===== src/rtl/brisc_pkg.sv =====
// Shared types for the brisc core: instruction classes,
// major opcodes and decode-controller states.
package brisc_pkg;

  localparam int ILEN = 32;

  typedef enum logic [2:0] {
    IT_R,
    IT_I,
    IT_S,
    IT_B,
    IT_U,
    IT_J
  } itype_e;

  localparam logic [6:0] OPC_OP     = 7'b0110011;
  localparam logic [6:0] OPC_OP_IMM = 7'b0010011;
  localparam logic [6:0] OPC_LOAD   = 7'b0000011;
  localparam logic [6:0] OPC_JALR   = 7'b1100111;
  localparam logic [6:0] OPC_STORE  = 7'b0100011;
  localparam logic [6:0] OPC_BRANCH = 7'b1100011;
  localparam logic [6:0] OPC_LUI    = 7'b0110111;
  localparam logic [6:0] OPC_AUIPC  = 7'b0010111;
  localparam logic [6:0] OPC_JAL    = 7'b1101111;

  typedef enum logic [1:0] {
    DC_RUN,
    DC_STALL,
    DC_TRAP
  } dctrl_state_e;

endpackage


===== src/rtl/decode_ctrl_classifier.sv =====
// Opcode to format class, plus which source registers
// the class actually reads.
module opcode_classifier
  import brisc_pkg::*;
(
  input  logic [6:0] i_opcode,
  output itype_e     o_itype,
  output logic       o_uses_rs1,
  output logic       o_uses_rs2
);

  always_comb begin
    o_itype = IT_R;
    unique case (1'b1)
      (i_opcode == OPC_OP):
        o_itype = IT_R;
      (i_opcode == OPC_OP_IMM) ||
      (i_opcode == OPC_LOAD) ||
      (i_opcode == OPC_JALR):
        o_itype = IT_I;
      (i_opcode == OPC_STORE):
        o_itype = IT_S;
      (i_opcode == OPC_BRANCH):
        o_itype = IT_B;
      (i_opcode == OPC_LUI) ||
      (i_opcode == OPC_AUIPC):
        o_itype = IT_U;
      (i_opcode == OPC_JAL):
        o_itype = IT_J;
      default:
        o_itype = IT_R;
    endcase
  end

  always_comb begin
    o_uses_rs1 = (o_itype == IT_R) || (o_itype == IT_I) ||
                 (o_itype == IT_S) || (o_itype == IT_B);
    o_uses_rs2 = (o_itype == IT_R) || (o_itype == IT_S) ||
                 (o_itype == IT_B);
  end

endmodule


===== src/rtl/decode_ctrl.sv =====
// Decode-stage sequencer: IF/ID register, skid buffer,
// load-use bubbles, illegal-instruction trap, EX handshake.
module decode_ctrl
  import brisc_pkg::*;
#(
  parameter int LOAD_LAT = 1,
  parameter int PC_W     = 32
) (
  input  logic            clk,
  input  logic            rst_n,
  input  logic            if_valid,
  input  logic [ILEN-1:0] if_instr,
  input  logic [PC_W-1:0] if_pc,
  output logic            if_ready,
  output logic [ILEN-1:0] dec_instr,
  output itype_e          dec_itype,
  input  logic            dec_i_valid,
  input  logic [4:0]      dec_rs1,
  input  logic [4:0]      dec_rs2,
  input  logic            ex_is_load,
  input  logic [4:0]      ex_rd,
  output logic            id_valid,
  output logic [PC_W-1:0] id_pc,
  input  logic            id_ready,
  input  logic            flush,
  output logic            illegal
);

  localparam int CW = $clog2(LOAD_LAT + 1);
  // The hazard cycle is itself the first bubble, so STALL
  // only covers the remaining LOAD_LAT-1 cycles.
  localparam bit STALL_EN = (LOAD_LAT > 1);
  localparam logic [CW-1:0] CNT_INIT =
    CW'((LOAD_LAT > 1) ? LOAD_LAT - 2 : 0);

  dctrl_state_e    r_state;
  logic [CW-1:0]   r_cnt;
  logic            r_id_valid;
  logic [ILEN-1:0] r_instr;
  logic [PC_W-1:0] r_pc;
  itype_e          r_itype;
  logic            r_use1;
  logic            r_use2;
  logic            r_sk_valid;
  logic [ILEN-1:0] r_sk_instr;
  logic [PC_W-1:0] r_sk_pc;

  logic            w_run;
  logic            w_hazard;
  logic            w_trap;
  logic            w_stall_go;
  logic            w_adv;
  logic            w_if_fire;
  logic            w_id_load;
  logic [ILEN-1:0] w_in_instr;
  logic [PC_W-1:0] w_in_pc;
  itype_e          w_in_itype;
  logic            w_in_use1;
  logic            w_in_use2;

  opcode_classifier u_cls (
    .i_opcode   (w_in_instr[6:0]),
    .o_itype    (w_in_itype),
    .o_uses_rs1 (w_in_use1),
    .o_uses_rs2 (w_in_use2)
  );

  assign w_in_instr = r_sk_valid ? r_sk_instr : if_instr;
  assign w_in_pc    = r_sk_valid ? r_sk_pc : if_pc;

  assign w_run    = (r_state == DC_RUN);
  assign w_hazard = ex_is_load && (ex_rd != 5'd0) &&
                    ((r_use1 && (dec_rs1 == ex_rd)) ||
                     (r_use2 && (dec_rs2 == ex_rd)));

  assign w_trap     = w_run && r_id_valid && !dec_i_valid;
  assign w_stall_go = w_run && r_id_valid && dec_i_valid &&
                      w_hazard;

  assign id_valid = w_run && r_id_valid && dec_i_valid &&
                    !w_hazard;
  assign illegal  = w_trap && !flush;
  assign if_ready = !r_sk_valid && (r_state != DC_TRAP) &&
                    !flush;

  assign w_adv     = id_valid && id_ready;
  assign w_if_fire = if_valid && if_ready;
  assign w_id_load = !r_id_valid || w_adv;

  assign dec_instr = r_instr;
  assign dec_itype = r_itype;
  assign id_pc     = r_pc;

  always_ff @(posedge clk or negedge rst_n) begin
    if (!rst_n) begin
      r_state    <= DC_RUN;
      r_cnt      <= '0;
      r_id_valid <= 1'b0;
      r_instr    <= '0;
      r_pc       <= '0;
      r_itype    <= IT_R;
      r_use1     <= 1'b0;
      r_use2     <= 1'b0;
      r_sk_valid <= 1'b0;
      r_sk_instr <= '0;
      r_sk_pc    <= '0;
    end else if (flush) begin
      r_state    <= DC_RUN;
      r_cnt      <= '0;
      r_id_valid <= 1'b0;
      r_sk_valid <= 1'b0;
    end else begin
      unique case (r_state)
        DC_RUN: begin
          if (w_trap) begin
            r_state <= DC_TRAP;
          end else if (w_stall_go && STALL_EN) begin
            r_state <= DC_STALL;
            r_cnt   <= CNT_INIT;
          end
        end
        DC_STALL: begin
          if (r_cnt == '0) r_state <= DC_RUN;
          else             r_cnt   <= r_cnt - 1'b1;
        end
        DC_TRAP: r_state <= DC_TRAP;
        default: r_state <= DC_RUN;
      endcase

      if (w_id_load) begin
        if (r_sk_valid || w_if_fire) begin
          r_id_valid <= 1'b1;
          r_instr    <= w_in_instr;
          r_pc       <= w_in_pc;
          r_itype    <= w_in_itype;
          r_use1     <= w_in_use1;
          r_use2     <= w_in_use2;
          r_sk_valid <= 1'b0;
        end else begin
          r_id_valid <= 1'b0;
        end
      end else if (w_if_fire) begin
        r_sk_valid <= 1'b1;
        r_sk_instr <= if_instr;
        r_sk_pc    <= if_pc;
      end
    end
  end

endmodule


===== config.mk =====
export PLATFORM = sky130hd
export DESIGN_NAME = decode_ctrl
export DESIGN_NICKNAME = d
export VERILOG_FILES = /design/src/rtl/brisc_pkg.sv /design/src/rtl/decode_ctrl_classifier.sv /design/src/rtl/decode_ctrl.sv
export SDC_FILE = /design/constraint.sdc
export NUM_CORES = 1
export LEC_CHECK = 0
export ABC_AREA = 0
export CORE_ASPECT_RATIO = 1.2
export CORE_MARGIN = 2
export CORE_UTILIZATION = 50
export CTS_CLUSTER_DIAMETER = 100
export DETAILED_ROUTE_END_ITERATION = 8
export HOLD_SLACK_MARGIN = 0.03
export PLACE_DENSITY = 0.9
export SYNTH_ARGS = -nofsm -noshare
export SYNTH_HDL_FRONTEND = slang
export SYNTH_HIERARCHICAL = 1
export SYNTH_SLANG_ARGS = --single-unit

===== constraint.sdc =====
create_clock -name clk -period 3.4 [get_ports clk]
set_clock_uncertainty 0.05 [all_clocks]
set_input_delay 0.68 -clock clk [delete_from_list [all_inputs] [get_ports clk]]
set_output_delay 0.68 -clock clk [all_outputs]
set_load 0.02 [all_outputs]

# == After elaboration in Yosys (flattened, before gate mapping) ==
# Cells that the tools add are included.
# classes
add_sub_neg,1
n_eq_ne,19
mux,17
bitwise_logic,2
n_reduce_logical,39
# ops
cell,count
$mux W32,2
$eq A7 B7 Y1 const B,3
$pmux W3 S5,1
$eq A7 B5 Y1 const B,2
$eq A7 B6 Y1 const B,2
$logic_and A1 B1 Y1,13
$logic_or A1 B1 Y1,11
$eq A5 B5 Y1,2
$mux W1,10
$eq A7 B2 Y1 const B,1
$eq A3 B2 Y1 const B,2
$mux W2,3
$ne A3 B2 Y1 const B,2
$pmux W2 S3,1
$reduce_and A3 Y1,2
$logic_not A1 Y1,5
$reduce_bool A5 Y1,1
$reduce_and A2 Y1,2
$reduce_bool A2 Y1,2
$eq A3 B1 Y1 const B,1
$logic_not A3 Y1,1
$ne A3 B3 Y1 const B,1
$reduce_bool A3 Y1,1
$eq A2 B1 Y1 const B,1
5 further kinds,6
# word_totals
regBits,138
out_inout_bits,70

# == Logic depth before layout (Yosys ltp) ==
# Gate-level depths: netlist of run 1.
# logic_depth
word_depth,10
ltp_mapped,8
mapped_depth_nobuf,6

# == By module ==
# The synthesis of run 1 kept the hierarchy.
# modules_own_cells
module,n_inst,cells_per_inst,area_each_um2,seq_area_each_um2
decode_ctrl,1,393,6309.8,3403.3
opcode_classifier,1,18,98.8,0.0

# == Least setup slack after synthesis of run 1 ==
# OpenSTA, ideal clock, no wires.
# synth_timing
kind,in2reg
from,input flush
to,register r_sk_instr[0]
setup_time_ns,0.125
arrival_time_ns,2.484
required_time_ns,3.225
path_slack_ns,0.741
cell_stages,6
cell_sequence,clkbuf_1 > nor3_1 > nand3_1 > a21oi_4 > buf_8 > mux2_4
# synth_between
elab_chain_len,4
word_cells_on_any_way,5
# synth_lines
item,line_no,text
from (decl),decode_ctrl.sv:25,"input logic flush,"
$logic_not A1 Y1,decode_ctrl.sv:84,!flush;
$logic_and A1 B1 Y1,decode_ctrl.sv:83,assign if_ready = !r_sk_valid && (r_state != DC_TRAP) &&
net if_ready,decode_ctrl.sv:14,"output logic if_ready,"
$logic_and A1 B1 Y1,decode_ctrl.sv:87,assign w_if_fire = if_valid && if_ready;
$reduce_and A3 Y1 (no line),-,
to (signal assigned),decode_ctrl.sv:144,r_sk_instr <= if_instr;
to (decl),decode_ctrl.sv:45,logic [ILEN-1:0] r_sk_instr;
# The timed path passes the listed nets, and every way through them passes these cells.
# A chain may end at the register's enable or synchronous reset.

# == Worst setup path after layout of run 1 ==
# layout_timing
from,input ex_rd[2]
to,output id_valid
# layout_between
elab_chain_len,6
word_cells_on_any_way,10
# layout_lines
item,line_no,text
from (decl),decode_ctrl.sv:21,"input logic [4:0] ex_rd,"
$eq A5 B5 Y1 (on tied branches),"decode_ctrl.sv:73, decode_ctrl.sv:74",
$logic_and A1 B1 Y1 (on tied branches),"decode_ctrl.sv:73, decode_ctrl.sv:74",
$logic_or A1 B1 Y1,decode_ctrl.sv:73,((r_use1 && (dec_rs1 == ex_rd)) ||
$logic_and A1 B1 Y1 *,decode_ctrl.sv:72,assign w_hazard = ex_is_load && (ex_rd != 5'd0) &&
$logic_not A1 Y1 *,decode_ctrl.sv:81,!w_hazard;
$logic_and A1 B1 Y1 *,decode_ctrl.sv:80,assign id_valid = w_run && r_id_valid && dec_i_valid &&
to (decl),decode_ctrl.sv:22,"output logic id_valid,"
# Mark *: on every way between the ends. The rest lies on a longest branch, timed or not.

==> results of run 1 <==
[power by group through the flow]
stage                     combinational (uW)  clock [uW]  sequential [uW]
after floorplan                          777           0             2610
after global routing                    1860        1920             2460
final                                   1760        1810             2400
after global placement                  1720           0             2370
after CTS                               1780        1860             2400
after detailed placement                1770           0             2410
[sequential cells by signal (all words and copies together) (netlist names)]
signal / cells
dec_instr: 32
r_use2: 1
r_sk_instr: 32
r_sk_pc: 32
id_pc: 32
r_state: 1
r_use1: 1
r_sk_valid: 1
r_id_valid: 1
dec_itype: 3
[cells in the final DEF, fill, tap and decap left out, types with 2 or more instances in the layout]
master and n:
clkinv_4 2, xnor2_1 10, clkbuf_8 3, inv_1 3
nand2_1 8, dfrtp_1 135, nand3_1 2, o21ai_0 2
buf_4 8, buf_12 4, clkbuf_16 17, a21oi_1 3
nand2b_1 3, clkdlybuf4s50_1 153, nand4_1 2, clkinv_2 3
mux2_4 60, nor2_1 5, bufinv_16 2, mux2_2 137
clkinvlp_4 4, nor3_1 3, nor4_1 2
[cell type report]
| type | instances | share of cell area [%] |
|---|---|---|
| Sequential cell | 136 | 39.06 |
| Multi-Input combinational cell | 251 | 32.24 |
| Timing Repair Buffer | 167 | 19.41 |
| Clock buffer | 21 | 5.398 |
| Tap cell | 164 | 2.354 |
| Clock inverter | 11 | 1.407 |
| Inverter | 3 | 0.1292 |
[through the flow]
step           worst slack [ps]  instance area (um2)  util [%]
2_1_floorplan             741.0                 6409         -
3_3_place_gp             -14.68                 8124     64.41
3_5_place_dp             -50.26                 8124     64.41
5_1_grt                   117.4                 8716     69.11
6_report                  183.2                 8716     69.11
4_1_cts                   167.5                 8716     69.11
[critical path, stage by stage]
cell	delay [ps]
clkdlybuf4s50_1	430
or4_1	570
o21ai_2	180
nand2b_2	150
nand3_1	70
nor2_1	80
dlygate4sd2_1	330
[path summary, 6_finish.rpt]
check / slack [ps] / depth (start not counted) / start / endpoint
min in group clk: 450 / 1 / dec_instr[7] / dec_instr[7]
worst max register to register: 960 / 4 / r_sk_valid / id_pc[18]
worst min register to register: 450 / 1 / dec_instr[7] / dec_instr[7]
worst min-delay path: 190 / 1 / rst_n / dec_instr[12]
max in group asynchronous: 2280 / 2 / rst_n / r_sk_valid
worst max-delay path: 180 / 7 / ex_rd[2] / id_valid
[routing by layer]
metal,up-vias,wire (um),track usage (%)
met4,0,462,10.86
met3,34,701,6.050
li1,1808,-,-
met1,1999,5448,24.71
met2,119,7343,37.23
met5,-,0,0
[logic make-up after synthesis]
logic type / Yosys count / share of synthesized area, %
and+or+nand+nor: 30 / 2.460
xor gates and xnor gates: 10 / 1.367
AOI/OAI and AO/OA: 14 / 1.894
buffers and inverters: 24 / 3.046
DFF: 136 / 53.10
muxes: 197 / 38.13
==> flow_metrics.py, run 1 <==
metrics = {
    "status": {
        "status": "complete, no violations",
    },
    "timing": {
        "period_share_pct": 94.61,
        "setup_tns_ps": 0,
        "fin_hold_ws_ps": 189.1,
        "slew_headroom_pct": 48.94,
        "finalMaxSlewViolations": 0,
        "tightest_slew_ps": 764.1,
        "period_needed_ps": 3217,
        "final-hold-violation-count": 0,
        "rsz0062_at_grt": "false",
        "setup_viol_count_final": 0,
        "max_freq_mhz": 310.9,
    },
    "clocking": {
        "cts_resized": 1,
        "ctsHoldBuffers": 0,
        "clk_latency_ps": 410,
        "clk_path_buf_depth": 2,
        "cts-htree-levels": 4,
        "clock-sinks": 136,
        "root_buffer": "clkbuf_16",
        "cts_setup_buffers": 0,
        "numCtsBuffers": 17,
        "path_clk_slew_ps": 50,
        "cts_tree": "done",
    },
    "synth": {
        "syn_inst": 411,
        "yosysUniqueCellTypes": 33,
        "avgSynthCellArea_um2": 15.59,
        "synthArstFlopShare_pct": 100.0,
        "synth_warnings": 6,
        "syn_nets": 497,
        "synth_common_cells": "137 x mux2_2, 136 x dfrtp_1, 60 x mux2_4",
        "yosysMostFrequentCell": "mux2_2",
        "synth_top_area_share_pct": 53.10,
        "synth_area_leaders": "dfrtp_1 53%, mux2_2 24%, mux2_4 14%",
        "synth_edf_count": 0,
        "ys_seq_elements": 136,
        "ys.flop_type": "dfrtp_1",
        "synth_seq_area_share_pct": 53.10,
        "synth_area_mm2": 0.006409,
        "synth_area_leader_cell": "dfrtp_1",
    },
    "global_routing": {
        "grt_pass1_vias": 4585,
        "grt_pass1_wl_mm": 22.85,
        "antenna_found_initial": 0,
        "grt_max_degree": 79,
        "grt.overflow.total": 0,
        "grt_usage_pct": 21.67,
    },
    "detailed_routing": {
        "initialDrtViolationCount": 106,
        "vias": 3960,
        "drc": 0,
        "post_drt_wl_per_cell_um": 18.53,
        "dr.pass1.iters": 4,
        "routed_wl_mm": 13.96,
        "via_per_inst": 5.259,
        "postRouteAntennaNets": 0,
    },
    "power": {
        "power_density_mw_per_mm2": 684.5,
        "leakage_uw": 0.003635,
        "power.total_uw": 5966,
        "p_clk_share_pct": 30.3,
        "p_sw_share_pct": 27.51,
        "switching_power_uw": 1641,
        "power.internal_uw": 4325,
        "combPwrFrac_pct": 29.5,
        "seq_power_share_pct": 40.2,
        "ir_worst_vdd_v": 0.0004370,
    },
    "floorplan": {
        "die_h_um": 128.0,
        "pin_count": 156,
        "die_area_mm2": 0.01374,
        "core_mm2": 0.01261,
        "placement_rows": 45,
        "fp.dieW_um": 107.4,
        "start_util_pct": 50.81,
    },
    "placed_design": {
        "place_congestion": 0.9164,
        "dp_cells": 721,
        "io_buffers": 155,
        "dp_hpwl_mm": 9.639,
    },
    "finish": {
        "fillers": 868,
        "multi_input_area_mm2": 0.002810,
        "layout.cells.non_filler": 753,
        "antenna-diode-count": 0,
        "drive_gt1_share_pct": 41.94,
        "final_nets": 662,
        "area_growth_pct": 36.00,
        "register_area_mm2": 0.003405,
    },
    "min_path": {
        "holdCritPathClass": "input port to async pin",
    },
    "setup_path": {
        "cp-end-kind": "output port",
        "cp_max_fo": 2,
        "required_ps": 2670,
        "criticalPathCategory": "input port to output port",
        "startpoint_type": "input port",
        "cp.arrival_ps": 2490,
    },
    "run": {
        "maxCapViolCount": 0,
    },
}
Power figures use the tool's default switching activity.
==> inputs of run 2 (changes only) <==
--- a/config.mk
+++ b/config.mk
@@ -8,11 +8,11 @@
 export ABC_AREA = 0
 export CORE_ASPECT_RATIO = 1.2
 export CORE_MARGIN = 2
-export CORE_UTILIZATION = 50
+export CORE_UTILIZATION = 30
 export CTS_CLUSTER_DIAMETER = 100
 export DETAILED_ROUTE_END_ITERATION = 8
 export HOLD_SLACK_MARGIN = 0.03
-export PLACE_DENSITY = 0.9
+export PLACE_DENSITY = 0.62
 export SYNTH_ARGS = -nofsm -noshare
 export SYNTH_HDL_FRONTEND = slang
 export SYNTH_HIERARCHICAL = 1
==> flow_metrics.py, run 2 (synthesis gave the netlist of run 1 again) <==
metrics = {
    "power": {
        "leakage_uw": 0.003661,
        "power_density_mw_per_mm2": 689.5,
        "power.total_uw": 6143,
        "ir_worst_vdd_v": 0.0003460,
    },
    "clocking": {
        "clk_latency_ps": 400,
        "cts-htree-levels": 4,
        "path_clk_slew_ps": 60,
        "numCtsBuffers": 17,
        "clock-sinks": 136,
        "clk_path_buf_depth": 2,
        "ctsHoldBuffers": 0,
        "cts_tree": "done",
        "root_buffer": "clkbuf_16",
    },
    "setup_path": {
        "startpoint_type": "input port",
        "cp.arrival_ps": 2460,
        "ff2ff_setup_slack_ps": 910,
        "startpoint": "ex_rd[1]",
        "required_ps": 2670,
        "r2r_cells": 5,
        "criticalPathCategory": "input port to output port",
        "cp_max_fo": 2,
        "r2r-start": "r_sk_valid",
        "reg2reg_to": "dec_itype[2]",
        "cp-end-kind": "output port",
    },
    "timing": {
        "period_needed_ps": 3189,
        "slew_headroom_pct": 45.07,
        "setup_slack_ps": 210.6,
        "fin_hold_ws_ps": 275.3,
        "finalMaxSlewViolations": 0,
        "rsz0062_at_grt": "false",
        "period_share_pct": 93.80,
        "setup_viol_count_final": 0,
        "max_freq_mhz": 313.5,
        "final-hold-violation-count": 0,
        "tightest_slew_ps": 824.0,
    },
    "finish": {
        "final_nets": 662,
        "fillers": 1878,
        "antenna-diode-count": 0,
        "final_common_cell": "clkdlybuf4s50_1",
        "layout.cells.most_common_list": "153 x clkdlybuf4s50_1, 137 x mux2_2, 135 x dfrtp_1",
        "post-route-util_pct": 42.48,
        "register_area_mm2": 0.003407,
        "drive_gt1_share_pct": 41.91,
        "area_growth_pct": 39.03,
        "layout.cells.non_filler": 857,
        "multi_input_area_mm2": 0.002810,
    },
    "detailed_routing": {
        "vias": 3938,
        "routed_wl_mm": 14.27,
        "dr.pass1.iters": 4,
        "postRouteAntennaNets": 0,
        "via_per_inst": 4.595,
        "initialDrtViolationCount": 133,
        "post_drt_wl_per_cell_um": 16.65,
        "drc": 0,
    },
    "placed_design": {
        "dp_cells": 827,
        "preCtsSetupSlack_ps": -70.42,
        "place_congestion": 0.7501,
        "io_buffers": 155,
        "dp_hpwl_mm": 9.991,
    },
    "floorplan": {
        "pin_count": 156,
        "fp.dieW_um": 137.4,
        "die_area_mm2": 0.02255,
        "start_util_pct": 30.56,
        "core_mm2": 0.02097,
        "placement_rows": 58,
        "die_h_um": 164.1,
    },
    "status": {
        "status": "complete, no violations",
    },
    "min_path": {
        "holdCritPathClass": "input port to async pin",
    },
    "global_routing": {
        "grt_max_degree": 89,
        "grt_usage_pct": 13.07,
        "grt_pass1_wl_mm": 22.43,
        "grt_pass1_vias": 4308,
        "grt.overflow.total": 0,
        "antenna_found_initial": 0,
    },
    "run": {
        "maxCapViolCount": 0,
    },
}
## run 2: cell type report
class,count,share of cell area (%)
flip-flops and latches,136,38.24
multi-input cells,251,31.54
repair buffers,167,19.13
clock buffers,18,4.929
well taps,270,3.792
clock inverters,12,2.247
inverters,3,0.1264
## run 2: critical path: stages
cell and delay, ps:
clkdlybuf4s50_1 430, or4_1 550, o21ai_2 150, nand2b_2 150, nand3_1 80, nor2_1 80, dlygate4sd2_1 350
## run 2: where the power goes
group          internal (uW)  total [uW]  switching, uW
Clock                   1310        2010            697
Sequential              2120        2380            266
Combinational           1070        1750            678
## run 2: what timing repair did
item                       in CTS  in global routing
setup buffers                   0                  0
resized for setup               1                  0
setup endpoints to repair       1                  0
## run 2: worst max-delay path by stage
| stage | endpoint | slack [ps] | cells after the start |
|---|---|---|---|
| final | id_valid | 210 | 7 |
| after global routing | id_valid | 100 | 7 |
| after CTS | id_valid | 210 | 7 |
| after detailed placement | id_valid | -70 | 7 |
| after global placement | id_valid | -40 | 7 |
| after floorplan | r_sk_instr[0] | 740 | 6 |
## run 2: metrics by stage
| stage | area [um2] | setup TNS (ps) |
|---|---|---|
| 3_3_place_gp | 8272 | -37.59 |
| 5_1_grt | 8910 | 0 |
| 3_5_place_dp | 8272 | -70.42 |
| 6_report | 8910 | 0 |
| 4_1_cts | 8910 | 0 |
| 2_1_floorplan | 6409 | 0 |
## run 2: routing by layer
metal	part of all wire, %	vias up	global-route usage (%)
met5	0	-	0
met4	1.6	0	5.155
met3	6.9	15	4.321
met2	50	105	22.37
met1	41	2004	14.99
li1	-	1814	-
